--- config.mk ---
export PLATFORM = sky130hd
export DESIGN_NAME = conv2d_stream
export DESIGN_NICKNAME = d
export VERILOG_FILES = /design/src/rtl/conv2d_stream.sv
export SDC_FILE = /design/constraint.sdc
export NUM_CORES = 2
export LEC_CHECK = 0
export CAP_MARGIN = 10
export CORE_MARGIN = 4
export CORE_UTILIZATION = 55
export CTS_CLUSTER_DIAMETER = 50
export DETAILED_ROUTE_END_ITERATION = 8
export PLACE_DENSITY_LB_ADDON = 0.3
export SYNTH_ARGS = -nofsm -noshare
export SYNTH_HDL_FRONTEND = slang
export SYNTH_SLANG_ARGS = --single-unit
--- constraint.sdc ---
create_clock -name clk -period 15.1 [get_ports clk]
set_clock_uncertainty 0.1 [all_clocks]
set_input_delay 3.02 -clock clk [delete_from_list [all_inputs] [get_ports clk]]
set_output_delay 3.02 -clock clk [all_outputs]
set_load 0.01 [all_outputs]
--- src/rtl/conv2d_stream.sv ---
// -----------------------------------------------------------------------------
// conv2d_stream
//
// Streaming 3x3 convolution engine. Consumes a raster-order unsigned pixel
// stream. For every completed 3x3 window it returns one signed result, so the
// output is the valid-region feature map in raster order.
//
// Datapath:
//   * two IMG_W-deep line buffers hold rows r-1 (lb1) and r-2 (lb2)
//   * a 3x3 window shifts left one column per accepted pixel; the new right
//     column is {lb2 oldest, lb1 oldest, pixel_in}
//   * a 9-tap signed weight bank, row-major, where tap 0 is the top-left
//   * full-precision multiply/accumulate, sign-extended to ACC_W
//
// Handshake: a pixel is accepted on any rising edge where pixel_valid=1.
// There is no backpressure. valid is a one-cycle strobe, registered one cycle
// after the completing pixel, and the consumer must take every strobe.
//
// Ports:
//   clk         sole clock, rising edge
//   rst         asynchronous, active-low reset
//   pixel_in    pixel data (unsigned, PIX_W), sampled when pixel_valid=1
//   pixel_valid pixel strobe; gaps allowed
//   w_load      weight write strobe (honoured only while IDLE)
//   w_addr      tap index 0..8; 9..15 are ignored
//   w_data      tap value (signed, WGT_W)
//   conv_out    signed convolution result
//   valid       one-cycle strobe qualifying conv_out
//   frame_done  one-cycle pulse coincident with the last valid of a frame
//   busy        high from the first accepted pixel of a frame until frame_done
//
// Build option:
//   CONV2D_RELU_EN  when defined, conv_out = max(sum, 0). valid and
//                   frame_done timing do not change.
// -----------------------------------------------------------------------------
module conv2d_stream #(
    parameter int IMG_W = 5,
    parameter int IMG_H = 5,
    parameter int PIX_W = 8,
    parameter int WGT_W = 8,
    parameter int ACC_W = 32
) (
    input  logic             clk,
    input  logic             rst,
    input  logic [PIX_W-1:0] pixel_in,
    input  logic             pixel_valid,
    input  logic             w_load,
    input  logic [3:0]       w_addr,
    input  logic [WGT_W-1:0] w_data,
    output logic [ACC_W-1:0] conv_out,
    output logic             valid,
    output logic             frame_done,
    output logic             busy
);

    localparam int COL_W = $clog2(IMG_W);
    localparam int ROW_W = $clog2(IMG_H);
    // A zero-extended pixel times a signed weight needs PIX_W+1+WGT_W bits.
    // Nine such products need 4 more bits.
    localparam int SUM_W = PIX_W + WGT_W + 1 + 4;

    localparam logic [COL_W-1:0] COL_LAST = COL_W'(IMG_W - 1);
    localparam logic [ROW_W-1:0] ROW_LAST = ROW_W'(IMG_H - 1);
    localparam logic [COL_W-1:0] COL_TWO  = COL_W'(2);
    localparam logic [ROW_W-1:0] ROW_TWO  = ROW_W'(2);

    // ---------------------------------------------------------------------
    // Frame FSM
    //   IDLE   : nothing of the current frame accepted yet
    //   STREAM : accepting pixels of a frame
    //   DONE   : single cycle after the last pixel. It lines up with the
    //            final registered result. Pixel 0 of the next frame may be
    //            accepted in this cycle.
    // state_q is typed so that a checker can bind to it by name.
    // ---------------------------------------------------------------------
    typedef enum logic [1:0] {
        ST_IDLE   = 2'd0,
        ST_STREAM = 2'd1,
        ST_DONE   = 2'd2
    } state_t;

    state_t state_q, state_d;

    logic [COL_W-1:0] col_q, col_d;
    logic [ROW_W-1:0] row_q, row_d;

    logic [PIX_W-1:0] lb1_q [IMG_W];
    logic [PIX_W-1:0] lb1_d [IMG_W];
    logic [PIX_W-1:0] lb2_q [IMG_W];
    logic [PIX_W-1:0] lb2_d [IMG_W];

    // Window flattened row-major: index r*3+c, with row 0 = oldest (r-2).
    logic [PIX_W-1:0] win_q [9];
    logic [PIX_W-1:0] win_d [9];

    logic [WGT_W-1:0] wgt_q [9];
    logic [WGT_W-1:0] wgt_d [9];

    logic [ACC_W-1:0] conv_q, conv_d;
    logic             valid_q, valid_d;

    logic             accept;
    logic             last_pix;
    logic             win_done;
    logic [SUM_W-1:0] sum;
    logic [ACC_W-1:0] sum_ext;
    logic [ACC_W-1:0] result;

    assign accept   = pixel_valid;
    assign last_pix = (row_q == ROW_LAST) && (col_q == COL_LAST);
    // The window is complete once this pixel fills the third row and the
    // third column.
    assign win_done = accept && (row_q >= ROW_TWO) && (col_q >= COL_TWO);

    // ---------------------------------------------------------------------
    // FSM: state register
    // ---------------------------------------------------------------------
    always_ff @(posedge clk or negedge rst) begin
        if (!rst) begin
            state_q <= ST_IDLE;
        end else begin
            state_q <= state_d;
        end
    end

    // ---------------------------------------------------------------------
    // FSM: next-state logic
    // ---------------------------------------------------------------------
    always_comb begin
        state_d = state_q;
        case (state_q)
            ST_IDLE: begin
                if (accept) begin
                    state_d = ST_STREAM;
                end
            end
            ST_STREAM: begin
                if (accept && last_pix) begin
                    state_d = ST_DONE;
                end
            end
            ST_DONE: begin
                state_d = accept ? ST_STREAM : ST_IDLE;
            end
            default: state_d = ST_IDLE;
        endcase
    end

    // ---------------------------------------------------------------------
    // FSM: outputs
    // ---------------------------------------------------------------------
    always_comb begin
        frame_done = 1'b0;
        busy       = 1'b0;
        case (state_q)
            ST_STREAM: busy = 1'b1;
            ST_DONE: begin
                busy       = 1'b1;
                frame_done = 1'b1;
            end
            default: begin
                frame_done = 1'b0;
                busy       = 1'b0;
            end
        endcase
    end

    // ---------------------------------------------------------------------
    // Raster counters
    // ---------------------------------------------------------------------
    always_comb begin
        col_d = col_q;
        row_d = row_q;
        if (accept) begin
            if (col_q == COL_LAST) begin
                col_d = '0;
                row_d = (row_q == ROW_LAST) ? '0 : row_q + ROW_W'(1);
            end else begin
                col_d = col_q + COL_W'(1);
            end
        end
    end

    // ---------------------------------------------------------------------
    // Weight bank. Writes are accepted only between frames, so a frame never
    // sees a mix of old and new taps. A write in the same cycle as pixel 0 is
    // still in IDLE and therefore lands before the first window completes.
    // ---------------------------------------------------------------------
    always_comb begin
        wgt_d = wgt_q;
        if (w_load && (state_q == ST_IDLE) && (w_addr < 4'd9)) begin
            wgt_d[w_addr] = w_data;
        end
    end

    // ---------------------------------------------------------------------
    // Line buffers and window. Index 0 of a line buffer is the newest entry
    // and index IMG_W-1 is the oldest, which is the same column one row up.
    // ---------------------------------------------------------------------
    always_comb begin
        lb1_d = lb1_q;
        lb2_d = lb2_q;
        win_d = win_q;
        if (accept) begin
            lb1_d[0] = pixel_in;
            lb2_d[0] = lb1_q[IMG_W-1];
            for (int i = 1; i < IMG_W; i++) begin
                lb1_d[i] = lb1_q[i-1];
                lb2_d[i] = lb2_q[i-1];
            end
            for (int r = 0; r < 3; r++) begin
                win_d[r*3+0] = win_q[r*3+1];
                win_d[r*3+1] = win_q[r*3+2];
            end
            win_d[2] = lb2_q[IMG_W-1];
            win_d[5] = lb1_q[IMG_W-1];
            win_d[8] = pixel_in;
        end
    end

    // ---------------------------------------------------------------------
    // Multiply-accumulate on the window as it stands after this pixel.
    // This lets the result be registered on the same edge that accepts the
    // completing pixel.
    // ---------------------------------------------------------------------
    always_comb begin
        sum = '0;
        for (int k = 0; k < 9; k++) begin
            sum = sum
                + ($signed({{(SUM_W-PIX_W){1'b0}}, win_d[k]})
                 * $signed({{(SUM_W-WGT_W){wgt_q[k][WGT_W-1]}}, wgt_q[k]}));
        end
    end

    assign sum_ext = {{(ACC_W-SUM_W){sum[SUM_W-1]}}, sum};

`ifdef CONV2D_RELU_EN
    assign result = sum_ext[ACC_W-1] ? '0 : sum_ext;
`else
    assign result = sum_ext;
`endif

    always_comb begin
        valid_d = win_done;
        conv_d  = win_done ? result : conv_q;
    end

    // ---------------------------------------------------------------------
    // Control and output registers (reset)
    // ---------------------------------------------------------------------
    always_ff @(posedge clk or negedge rst) begin
        if (!rst) begin
            col_q   <= '0;
            row_q   <= '0;
            conv_q  <= '0;
            valid_q <= 1'b0;
        end else begin
            col_q   <= col_d;
            row_q   <= row_d;
            conv_q  <= conv_d;
            valid_q <= valid_d;
        end
    end

    // Identity kernel out of reset: the centre tap is 1 and all others are 0.
    always_ff @(posedge clk or negedge rst) begin
        if (!rst) begin
            for (int k = 0; k < 9; k++) begin
                wgt_q[k] <= (k == 4) ? WGT_W'(1) : '0;
            end
        end else begin
            wgt_q <= wgt_d;
        end
    end

    // ---------------------------------------------------------------------
    // Pixel storage has no reset: no result is produced until row 2 has
    // refilled both line buffers and the window.
    // ---------------------------------------------------------------------
    always_ff @(posedge clk) begin
        lb1_q <= lb1_d;
        lb2_q <= lb2_d;
        win_q <= win_d;
    end

    assign conv_out = conv_q;
    assign valid    = valid_q;

endmodule

# ---- Yosys cells after proc, flatten, opt, wreduce, memory -nomap -nowiden
# Index checks and enable logic that the tools add are counted.
dict set report word_totals {
  register_bits 254
  in_bits 24
  out_inout_bits 35
  wordCells 87
}
dict set report classes {
  add_sub_neg 10
  n_mul 9
  order_cmp 5
  n_eq_ne 6
  mux 12
  bitwise_logic 1
  reduce_logical 11
}
# operator n
set ops {}
lappend ops {{multiplier 9 x 8 -> 17 bit} 9}
lappend ops {{adder 21 bit} 4}
lappend ops {{bitwise mux 72 bit} 1}
lappend ops {{2-to-1 mux 72 bit} 1}
lappend ops {{demux 8 bit (select 4 bit)} 1}
lappend ops {{adder 20 x 17 -> 21 bit} 1}
lappend ops {{adder 19 x 17 -> 20 bit} 1}
lappend ops {{adder 18 x 17 -> 19 bit} 1}
lappend ops {{adder 17 x 17 -> 18 bit} 1}
lappend ops {{2-to-1 mux 8 bit} 1}
lappend ops {{logical AND 1 bit} 7}
lappend ops {{adder 3 x 1 -> 3 bit (second input constant)} 2}
lappend ops {{equality test 3 bit (second input constant)} 2}
lappend ops {{greater-or-equal comparator 3 x 2 -> 1 bit (second input constant)} 2}
lappend ops {{2-to-1 mux 3 bit} 2}
lappend ops {{one-hot mux 2 bit (3 select lines)} 1}
lappend ops {{greater-or-equal comparator 5 bit (second input constant)} 1}
lappend ops {{less-than comparator 5 x 1 -> 1 bit (second input constant)} 1}
lappend ops {{NOT 4 -> 5 bit} 1}
lappend ops {{less-than comparator 4 bit (second input constant)} 1}
lappend ops {{2-to-1 mux 2 bit} 2}
lappend ops {{inequality test 2 bit (second input constant)} 2}
lappend ops {{AND reduction 2 bit} 2}
lappend ops {{2-to-1 mux 1 bit} 3}
lappend ops {{other kinds (4)} 4}

# ---- Logic depth before layout (Yosys ltp)
dict set report depth {
  depth_word 10
  ltp_mapped 44
  depth_no_buf 42
}

# ---- Worst setup path before layout
# Ideal clock, no wire load.
dict set report synth_path {
  path_kind {input to register}
  startpoint {input pixel_valid}
  endpoint {register conv_q[19], in the netlist conv_out[19]}
  setup_time_ns 0.134
  arrival_ns 12.570
  required_ns 14.866
  setup_slack_ns 2.296
  stages 39
  path_buffers 2
  cell_sequence {buf_2 > buf_2 > mux2i_1 > inv_1 > nand2_1 > fa_1 > fa_1 > inv_1 > fa_1 > inv_1 > fa_1 > inv_1 > ha_1 > o21ai_0 > nor2_1 > o21ai_0 > a22oi_1 > ha_1 > (+3 left out) > fa_1 > inv_1 > fa_1 > fa_1 > fa_1 > fa_1 > inv_1 > fa_1 > inv_1 > fa_1 > inv_1 > ha_1 > a21oi_1 > o21ai_2 > a221oi_2 > o21ai_1 > xnor2_1 > o21ai_0}
}
# element line_no
set synth_lines {}
lappend synth_lines {{start: declaration} 46} ;# input logic pixel_valid,
lappend synth_lines {{end signal: assignment} 260} ;# conv_q <= conv_d;
lappend synth_lines {{end: declaration} 99} ;# logic [ACC_W-1:0] conv_q, conv_d;

==> results.sh <==
export IMPL_outcome="complete, no violations"
export IMPL_dpl_cell_area_sq_mm=0.03348
export IMPL_grt_pass1_vias=23547
export IMPL_top_layer="met5"
export IMPL_routed_wl_um=78600
export IMPL_netlist_instances=3073
export IMPL_syn_to_final_growth_pct=8.766
export IMPL_finalHoldViolCount=0
export IMPL_drt_antenna_violating_nets=0
export IMPL_initial_utilization_pct=55.54
export IMPL_synth_nets=4018
export IMPL_nNetsFinal=4092
export IMPL_slowest_stage="mux2i_1"
export IMPL_remaining_drc_errors=0
export IMPL_startpoint_type="input pin"
export IMPL_setup_viol=0
export IMPL_ys_flop_type="dfrtp_1"
export IMPL_grt_usage_pct=26.20
export IMPL_cp_arrival_ns=13.78
export IMPL_clkTransAtPathRegs_ns=0.06
export IMPL_port_buffers=58
export IMPL_grt_pass1_wl_um=128400
export IMPL_wl_met2_um=38120
export IMPL_grt_setup_unrepaired="no"
export IMPL_cts_hold_buf=0
export IMPL_async_flop_share_pct=40.16
export IMPL_grt_max_degree=65
export IMPL_die_area_sq_mm=0.06218
export IMPL_ios=59
export IMPL_critPathMaxFanout=47
export IMPL_insertion_delay_ns=0.59
export IMPL_avgSynthCellArea_sq_um=10.43
export IMPL_cts_sinks=254
export IMPL_firstDrtPassIters=6
export IMPL_crit_path_end_kind="flop"
export IMPL_fillCellCount=4809
export IMPL_whs_ns=0.3183
export IMPL_dpl_hpwl_um=66400
export IMPL_gp_congestion=0.9315
export IMPL_max_slew_margin_pct=31.53
export IMPL_post_cts_buffers=0
export IMPL_chipWidth_um=249.4
export IMPL_chipHeight_um=249.4
export IMPL_drt_iter0_markers=1070
export IMPL_post_route_min_period_ns=13.45
export IMPL_cts_buffer_depth=3
export IMPL_synth_seq_cells=254
export IMPL_wl_met3_um=3735
export IMPL_hold_path_class="reg -> reg"
export IMPL_finalCritPeriodShare_pct=89.05
export IMPL_drv_slew=0
export IMPL_routedWlPerCell_um=19.92
export IMPL_cts_repair_resized=0
export IMPL_fmax_mhz=74.37
export IMPL_core_sq_mm=0.05770
export IMPL_grt_ovfl_total=0
export IMPL_viasPerCell=5.328
export IMPL_regArea_sq_mm=0.006397
export IMPL_cap_violations=0
export IMPL_worstPathRequired_ns=15.44
export IMPL_netlist_area_sq_mm=0.03204
export IMPL_drive_gt1_share_pct=8.053
export IMPL_tns_ns=0
export IMPL_synth_warnings=0
export IMPL_cts_root_buf="clkbuf_16"
export IMPL_worstMarginPinSlew_ns=1.024
export IMPL_rrSetupSlack_ns=4.23
export IMPL_seq_area_frac_synth_pct=19.97
export IMPL_stdcell_area_sq_mm=0.03485
export IMPL_cts_tree="yes"
export IMPL_htree_levels=2
export IMPL_ys_types=69
export IMPL_wl_met1_um=32320
export IMPL_fp_row_count=88
export IMPL_cts_buffers_inserted=40
export IMPL_critPathKind="in -> reg"
export IMPL_multiInputGateArea_sq_mm=0.02269
export IMPL_synth_edf_count=80
export IMPL_vias=21017
export IMPL_antenna_found_initial=7
export IMPL_critical_path_max_stage_delay_ns=0.71
path summary, 6_finish.rpt:
check                            start      endpoint  cells after the start
setup / recovery           pixel_valid  conv_out[19]                     40
hold / removal               lb2_q[37]     lb2_q[29]                      0
setup reg to reg              win_q[4]  conv_out[19]                     39
hold reg to reg              lb2_q[37]     lb2_q[29]                      0
max in group asynchronous          rst     wgt_q[23]                      2
min in group asynchronous          rst     wgt_q[48]                      1
routing by layer:
layer	GRT usage, %	up-vias
met5	0	-
met4	12.07	4
met3	3.320	185
met2	44.99	496
met1	33.28	10702
li1	-	9630
stage by stage:
stage | worst slack, ns | std cells | utilization, %
final | 1.653 | 3945 | 60.41
after global routing | 1.066 | 3945 | 60.41
after CTS | 1.730 | 3944 | 60.40
after detailed placement | 1.130 | 3870 | 58.03
after global placement | 1.262 | 3870 | 58.03
after floorplan | 2.296 | 3073 | -
final cells by class:
| class | instances | share of cell area (%) |
|---|---|---|
| tap | 765 | 2.746 |
| inverter | 730 | 7.862 |
| timing repair buffer | 74 | 2.007 |
| antenna | 1 | 0.007180 |
| sequential | 254 | 18.36 |
| multi-input combinational | 2047 | 65.10 |
| clock inverter | 24 | 0.8580 |
| clock buffer | 50 | 3.066 |
cells in the final DEF, fill, tap and decap left out, types with 6 or more instances in the layout:
cell             synthesis  layout
and2_1                 207     207
edfxtp_1                80      80
nor2_1                  97      97
mux2i_1                 20      20
or4_1                    8       8
fa_1                   519     519
clkbuf_16                0      40
dfxtp_1                 72      72
o21ai_1                  6       6
o21ai_0                 57      57
o21bai_1                 8       8
o21a_1                  13      13
clkinv_1                 5       7
nand3_1                  9       9
inv_1                  724     724
clkbuf_1                 3       7
ha_1                   402     402
a211oi_1                17      17
a21o_1                  18      18
mux2_4                   8       8
xor2_1                  15      15
nand2_1                250     250
xnor2_1                 42      42
buf_4                   13      17
or2_2                   20      20
dfrtp_1                101     101
clkdlybuf4s50_1          0      56
nor2b_1                119     119
o211ai_1                 8       8
a21oi_1                 24      24
nand4_1                  7       7
mux2_2                 112     112
synth_stat cells (5+ instances only):
library cell    n  area, sq um
nor2b_1       119        744.5
inv_1         724         2718
o211ai_1        8        60.06
nand2_1       250        938.4
xor2_1         15        131.4
ha_1          402         5030
nor2_1         97        364.1
nand4_1         7        43.79
dfrtp_1       101         2527
xnor2_1        42        367.9
clkinv_1        5        18.77
o21bai_1        8        60.06
buf_4          13        97.59
buf_1          13        48.80
o21ai_0        57        285.3
nand3_1         9        45.04
a21oi_1        24        120.1
and2_1        207         1295
or2_2          20        125.1
o21a_1         13        97.59
mux2_4          8        120.1
buf_2          11        55.05
o21ai_1         6        30.03
or4_1           8        60.06
a211oi_1       17        127.6
dfxtp_1        72         1441
a21o_1         18        135.1
edfxtp_1       80         2402
mux2_2        112         1261
fa_1          519        10390
o311ai_1        5        43.79
mux2i_1        20        200.2
state kept, by name, summed over array words and instances (netlist names):
register,flops
wgt_q,72
lb1_q,40
valid,1
row_q,3
lb2_q,40
conv_out,21
state_q,2
col_q,3
win_q,72
worst max-delay path, delay by kind of cell:
kind	cells	cell delay (ns)
buffers and inverters	11	1.03
AND/OR/NAND/NOR	6	0.87
adder cells (fa/ha/maj)	15	6.46
AO/OA/AOI/OAI	5	1.15
XOR/XNOR	2	0.44
multiplexers	1	0.71
logic make-up after synthesis:
kind of cell | synth area share (%)
AOI/OAI and AO/OA | 3.975
xor gates and xnor gates | 1.558
adders and majority gates | 48.12
buffers and inverters | 9.286
DFF | 19.97
muxes | 4.936
and+or+nand+nor | 12.16
Power is left out: the tool's default activity adds up to more than one toggle a clock period on the data nets, which glitch-free logic cannot reach.
